$ cat src/rtl/multi_barrel_game_tracker.sv
// multi_barrel_game_tracker
// Score, lives and game-state tracker for one player against NUM_BARRELS
// independent hazards. Collision detection is combinational; the game FSM,
// score, lives and last-hit index are registered and drive Moore outputs.
module multi_barrel_game_tracker #(
    parameter int NUM_BARRELS     = 4,
    parameter int X_W             = 8,
    parameter int Y_W             = 7,
    parameter int HIT_W           = 9,
    parameter int HIT_H           = 4,
    parameter int MAX_LIVES       = 3,
    parameter int SCORE_W         = 9,
    parameter int TICK_DIV        = 25_000_000,
    parameter int GRACE_TICKS     = 2,
    parameter int POINTS_PER_TICK = 1,
    localparam int LIVES_W        = $clog2(MAX_LIVES + 1),
    localparam int IDX_W          = (NUM_BARRELS > 1) ? $clog2(NUM_BARRELS) : 1
) (
    input  logic                       Clk,
    input  logic                       ResetN,
    input  logic                       start,
    input  logic [X_W-1:0]             playerX,
    input  logic [Y_W-1:0]             playerY,
    input  logic [NUM_BARRELS*X_W-1:0] barrelX,
    input  logic [NUM_BARRELS*Y_W-1:0] barrelY,
    input  logic [NUM_BARRELS-1:0]     barrel_valid,
    output logic [SCORE_W-1:0]         score,
    output logic [LIVES_W-1:0]         lives,
    output logic [MAX_LIVES-1:0]       lives_mask,
    output logic                       hit_pulse,
    output logic [IDX_W-1:0]           hit_index,
    output logic                       invuln,
    output logic                       playing,
    output logic                       game_over
);

    localparam int TICK_W  = (TICK_DIV > 1) ? $clog2(TICK_DIV) : 1;
    localparam int GRACE_W = (GRACE_TICKS > 1) ? $clog2(GRACE_TICKS) : 1;

    localparam logic [TICK_W-1:0]  TICK_LAST  = TICK_W'(TICK_DIV - 1);
    localparam logic [GRACE_W-1:0] GRACE_LAST = GRACE_W'(GRACE_TICKS - 1);
    localparam logic [SCORE_W:0]   SCORE_MAX  = {1'b0, {SCORE_W{1'b1}}};
    localparam logic [LIVES_W-1:0] LIVES_INIT = LIVES_W'(MAX_LIVES);
    localparam logic [LIVES_W-1:0] LIVES_ONE  = LIVES_W'(1);

    typedef enum logic [2:0] {
        S_IDLE  = 3'd0,
        S_PLAY  = 3'd1,
        S_HIT   = 3'd2,
        S_GRACE = 3'd3,
        S_OVER  = 3'd4
    } state_t;

    state_t               state_q, state_d;
    logic [TICK_W-1:0]    tick_cnt_q;
    logic                 tick;
    logic [SCORE_W-1:0]   score_q, score_d;
    logic [SCORE_W-1:0]   score_inc;
    logic [SCORE_W:0]     score_sum;
    logic [LIVES_W-1:0]   lives_q, lives_d;
    logic [IDX_W-1:0]     hit_index_q, hit_index_d;
    logic [GRACE_W-1:0]   grace_q, grace_d;
    logic [NUM_BARRELS-1:0] hit_vec;
    logic                 any_hit;
    logic [IDX_W-1:0]     hit_sel;

    // Free-running game tick divider; tick is high for the last count only.
    always_ff @(posedge Clk) begin
        if (!ResetN) begin
            tick_cnt_q <= '0;
        end else if (tick_cnt_q == TICK_LAST) begin
            tick_cnt_q <= '0;
        end else begin
            tick_cnt_q <= tick_cnt_q + TICK_W'(1);
        end
    end

    assign tick = (tick_cnt_q == TICK_LAST);

    // Per-barrel overlap test; one extra bit keeps px+HIT_W / py+HIT_H from wrapping.
    genvar gi;
    generate
        for (gi = 0; gi < NUM_BARRELS; gi++) begin : g_hit
            logic [X_W:0] bx_ext;
            logic [X_W:0] px_ext;
            logic [Y_W:0] by_ext;
            logic [Y_W:0] py_ext;
            logic         x_in;
            logic         y_in;

            assign bx_ext = {1'b0, barrelX[gi*X_W +: X_W]};
            assign px_ext = {1'b0, playerX};
            assign by_ext = {1'b0, barrelY[gi*Y_W +: Y_W]};
            assign py_ext = {1'b0, playerY};

            assign x_in = (bx_ext >= px_ext) && (bx_ext <= px_ext + (X_W+1)'(HIT_W));
            assign y_in = (by_ext >= py_ext) && (by_ext <= py_ext + (Y_W+1)'(HIT_H));

            assign hit_vec[gi] = barrel_valid[gi] && x_in && y_in;
        end
    endgenerate

    // Lowest-index colliding barrel wins when several overlap in the same cycle.
    always_comb begin
        hit_sel = '0;
        for (int i = NUM_BARRELS - 1; i >= 0; i--) begin
            if (hit_vec[i]) begin
                hit_sel = IDX_W'(i);
            end
        end
    end

    assign any_hit = |hit_vec;

    // Saturating score increment.
    always_comb begin
        score_sum = {1'b0, score_q} + (SCORE_W+1)'(POINTS_PER_TICK);
        if (score_sum > SCORE_MAX) begin
            score_inc = SCORE_MAX[SCORE_W-1:0];
        end else begin
            score_inc = score_sum[SCORE_W-1:0];
        end
    end

    // Game state and datapath registers.
    always_ff @(posedge Clk) begin
        if (!ResetN) begin
            state_q     <= S_IDLE;
            score_q     <= '0;
            lives_q     <= LIVES_INIT;
            hit_index_q <= '0;
            grace_q     <= '0;
        end else begin
            state_q     <= state_d;
            score_q     <= score_d;
            lives_q     <= lives_d;
            hit_index_q <= hit_index_d;
            grace_q     <= grace_d;
        end
    end

    // Next-state, score, lives and grace-counter logic.
    always_comb begin
        state_d     = state_q;
        score_d     = score_q;
        lives_d     = lives_q;
        hit_index_d = hit_index_q;
        grace_d     = grace_q;

        // Score keeps running through a hit and the grace window, not in IDLE/OVER.
        if (tick && (state_q == S_PLAY || state_q == S_HIT || state_q == S_GRACE)) begin
            score_d = score_inc;
        end

        case (state_q)
            S_IDLE: begin
                if (start) begin
                    state_d = S_PLAY;
                    score_d = '0;
                    lives_d = LIVES_INIT;
                end
            end
            S_PLAY: begin
                if (any_hit) begin
                    state_d     = S_HIT;
                    hit_index_d = hit_sel;
                end
            end
            S_HIT: begin
                // Life is taken on the way out of HIT; the last life ends the game.
                lives_d = (lives_q != '0) ? (lives_q - LIVES_ONE) : '0;
                grace_d = '0;
                state_d = (lives_q <= LIVES_ONE) ? S_OVER : S_GRACE;
            end
            S_GRACE: begin
                if (tick) begin
                    if (grace_q == GRACE_LAST) begin
                        state_d = S_PLAY;
                    end else begin
                        grace_d = grace_q + GRACE_W'(1);
                    end
                end
            end
            S_OVER: begin
                if (start) begin
                    state_d = S_PLAY;
                    score_d = '0;
                    lives_d = LIVES_INIT;
                end
            end
            default: begin
                state_d = S_IDLE;
            end
        endcase
    end

    // Moore status outputs decoded from the registered state.
    always_comb begin
        hit_pulse = 1'b0;
        invuln    = 1'b0;
        playing   = 1'b0;
        game_over = 1'b0;
        case (state_q)
            S_PLAY:  playing = 1'b1;
            S_HIT:   begin playing = 1'b1; hit_pulse = 1'b1; end
            S_GRACE: begin playing = 1'b1; invuln = 1'b1; end
            S_OVER:  game_over = 1'b1;
            default: ;
        endcase
    end

    // Thermometer LED view of the remaining lives.
    generate
        for (gi = 0; gi < MAX_LIVES; gi++) begin : g_mask
            assign lives_mask[gi] = (lives_q > LIVES_W'(gi));
        end
    endgenerate

    assign score     = score_q;
    assign lives     = lives_q;
    assign hit_index = hit_index_q;

endmodule

$ cat config.mk
export PLATFORM = sky130hd
export DESIGN_NAME = multi_barrel_game_tracker
export DESIGN_NICKNAME = d
export VERILOG_FILES = /design/src/rtl/multi_barrel_game_tracker.sv
export SDC_FILE = /design/constraint.sdc
export NUM_CORES = 1
export LEC_CHECK = 0
export ABC_AREA = 1
export CAP_MARGIN = 20
export CORE_MARGIN = 1
export CORE_UTILIZATION = 58
export CTS_CLUSTER_DIAMETER = 150
export DETAILED_ROUTE_END_ITERATION = 12
export PLACE_DENSITY_LB_ADDON = 0.3
export SLEW_MARGIN = 20
export SYNTH_ARGS = -nofsm -noshare
export SYNTH_HDL_FRONTEND = slang
export SYNTH_SLANG_ARGS = --single-unit
$ cat constraint.sdc
create_clock -name Clk -period 4.76 [get_ports Clk]
set_clock_uncertainty 0.2 [all_clocks]
set_input_delay 0.476 -clock Clk [delete_from_list [all_inputs] [get_ports Clk]]
set_output_delay 0.476 -clock Clk [all_outputs]
set_load 0.005 [all_outputs]
==> metrics.yaml <==
place_ws_ns: 1.08
tightest_slew_ns: 0.784
synth_common_cells: "nand2_1 (148), ha_1 (113), inv_1 (109)"
final_nets: 1066
ys_ff_latch: 42
start_util_pct: 59.5
tns_ns: 0
regToRegSetupSlack_ns: 2.03
wl_per_cell_um: 13.8
clock-sinks: 42
die_y_um: 96.4
cts_buffer_depth: 2
core_area_um2: 8680
drt_wl_total_mm: 13.5
p_leak_nw: 3.10
worstSetupStartpointType: "input pin"
clock_power_share_pct: 20.0
setup_ws_ns: 1.35
vias: 5417
area_growth_pct: 23.1
pwr-share-comb_pct: 45.7
routabilityCongestion: 0.965
grt_pass1_vias: 5121
cts_tree: "done"
synth_async_sr_flop_share_pct: 0
synth.most_common_cell: "nand2_1"
required_ns: 4.75
drive_gt1_share_pct: 4.59
syn-cell-area_um2: 5160
drt_pass1_iterations: 9
path_common_cell: "nand2_1"
maxSlewHeadroom_pct: 47.5
rsz0062_at_grt: "no"
die_area_um2: 9280
final_max_slew_viol_count: 0
antenna_found_initial: 0
crit_chain: "clkdlybuf4s50_1 -> nand3_1 -> nand2_1 -> nand2_1 -> nor3_1 -> xor2_1 -> ha_1 -> nand2_1 -> inv_1 -> nand4_1 -> nand3b_1 -> a21oi_2 -> inv_2 -> nand2_2 -> nand2_1 -> nand2_1 -> nand2_1 -> nand2_1 -> nor2_1"
multi_input_area_um2: 3840
clk-insertion-delay-late_ns: 0.29
grt_pass1_wl_mm: 21.6
path_clk_slew_ns: 0.08
critical-path-slowest-cell: "clkdlybuf4s50_1"
finalHoldViolations: 0
fin_util_pct: 73.2
seq_area_frac_synth_pct: 16.3
hold_path.class: "reg -> reg"
htree_num_levels: 2
grt_max_degree: 15
grt_overflow: 0
cts_hold_buf: 0
portBuffers: 101
fp.dieW_um: 96.4
finalCritPeriodShare_pct: 71.5
ant_nets: 0
post-cts-setup-buffers: 0
yosys_warnings: 0
synth_area_per_cell_um2: 6.73
viasPerCell: 5.53
worst_ir_drop_vdd_mv: 0.114
switching_power_uw: 398
synth.largest_area_cell: "ha_1"
netlist.area_leader.share_pct: 27.4
diodes: 0
clock-root-buffer: "clkbuf_8"
power_density_nw_per_um2: 170
grt_usage_pct: 29.2
cp_max_fo: 7
synth_cells: 767
synth_ff_type: "dfxtp_1"
max_stage_delay_ns: 0.62
critPathKind: "in -> reg"
synth_nets: 962
synth_cell_types: 43
worst_setup_path_end_kind: "flip-flop"
numCtsBuffers: 5
p_sw_share_pct: 36.9
ios: 102
total_power_mw: 1.08
drc_errors: 1
period_needed_ns: 3.41
violations: "DRC"
status: "finished, violations left"
seq_power_share_pct: 34.3
whs_ns: 0.251
p_int_uw: 681
fmax_mhz: 294
arrival_ns: 3.39
cap_violations: 0
post_cts_resized: 0
register_area_um2: 841
synth.area.top_cells: "ha_1 (27%), dfxtp_1 (16%), nand2_1 (11%), inv_1 (7.9%), a21oi_1 (6.8%)"
synth_edf_count: 0
fillers: 700
row_count: 34
detail_route.iter0.violations: 230
place_hpwl_mm: 11.4
setup_viol: 0
[worst paths after layout]
check / endpoint / cells past startpoint / start
worst min register to register: tick_cnt_q[0] / 1 / tick_cnt_q[0]
worst max register to register: tick_cnt_q[20] / 11 / tick_cnt_q[0]
worst max-delay path: hit_index[0] / 19 / playerX[0]
worst min-delay path: tick_cnt_q[0] / 1 / tick_cnt_q[0]
[routing by layer]
metal | global-route usage [%] | vias up | wire length, um
li1 | - | 2782 | -
met1 | 35.3 | 2401 | 5910
met2 | 53.7 | 210 | 6580
met3 | 4.42 | 24 | 833
met4 | 7.23 | 0 | 149
met5 | 0 | - | 0
[placed cells by master (no fill, tap or decap), types with 3 or more instances in the layout]
| cell type | count |
|---|---|
| a21oi_1 | 70 |
| xor2_1 | 11 |
| nor3_1 | 21 |
| nand3_2 | 3 |
| o21ai_0 | 26 |
| ha_1 | 113 |
| inv_2 | 8 |
| nor2_2 | 5 |
| nand3_1 | 49 |
| o21a_1 | 7 |
| nand3b_1 | 6 |
| a211oi_1 | 3 |
| a31oi_1 | 4 |
| o211ai_1 | 3 |
| nand2_2 | 6 |
| inv_1 | 109 |
| clkbuf_8 | 5 |
| dfxtp_1 | 42 |
| nand2_1 | 148 |
| clkdlybuf4s50_1 | 101 |
| nand4_1 | 20 |
| nor2_1 | 81 |
[power by group through the flow]
stage / clock [mW] / combinational, mW / sequential [mW]
floorplan: 0 / 0.297 / 0.376
global placement: 0 / 0.461 / 0.377
detailed placement: 0 / 0.484 / 0.378
CTS: 0.220 / 0.487 / 0.370
global route: 0.236 / 0.558 / 0.371
finish: 0.216 / 0.493 / 0.370
[flip-flops by register name, summed over array words and instances, names as in the netlist]
name        count
state_q         3
hit_index       2
lives           2
score           9
grace_q         1
tick_cnt_q     25
[kinds of logic (layout without fill, tap and decap cells)]
| group | after synthesis | after routing | share of synthesized area [%] |
|---|---|---|---|
| buf+inv | 123 | 227 | 9.28 |
| simple gates | 355 | 355 | 32.0 |
| flops | 42 | 42 | 16.3 |
| xor+xnor | 13 | 13 | 2.21 |
| compound gates | 121 | 121 | 12.9 |
| fa+ha+maj | 113 | 113 | 27.4 |
[metrics by stage]
step / std cells / instance area [um2]
finish: 979 / 6360
global route: 979 / 6360
CTS: 979 / 6360
detailed placement: 972 / 6280
global placement: 972 / 6280
floorplan: 767 / 5160
[cell type report]
| class | instances | share of cell area [%] |
|---|---|---|
| Clock buffer | 5 | 1.08 |
| Tap cell | 108 | 2.13 |
| Inverter | 119 | 7.03 |
| Clock inverter | 2 | 0.157 |
| Multi-Input combinational cell | 602 | 60.5 |
| Timing Repair Buffer | 101 | 15.9 |
| Sequential cell | 42 | 13.2 |
[critical path, delay by kind of cell]
family | cells | cell delay, ns
and+or+nand+nor | 13 | 1.23
adders and majority gates | 1 | 0.34
buffers and inverters | 3 | 0.75
AOI/OAI and AO/OA | 1 | 0.17
xor gates and xnor gates | 1 | 0.41
No activity file was read; power rests on OpenSTA's default activity.
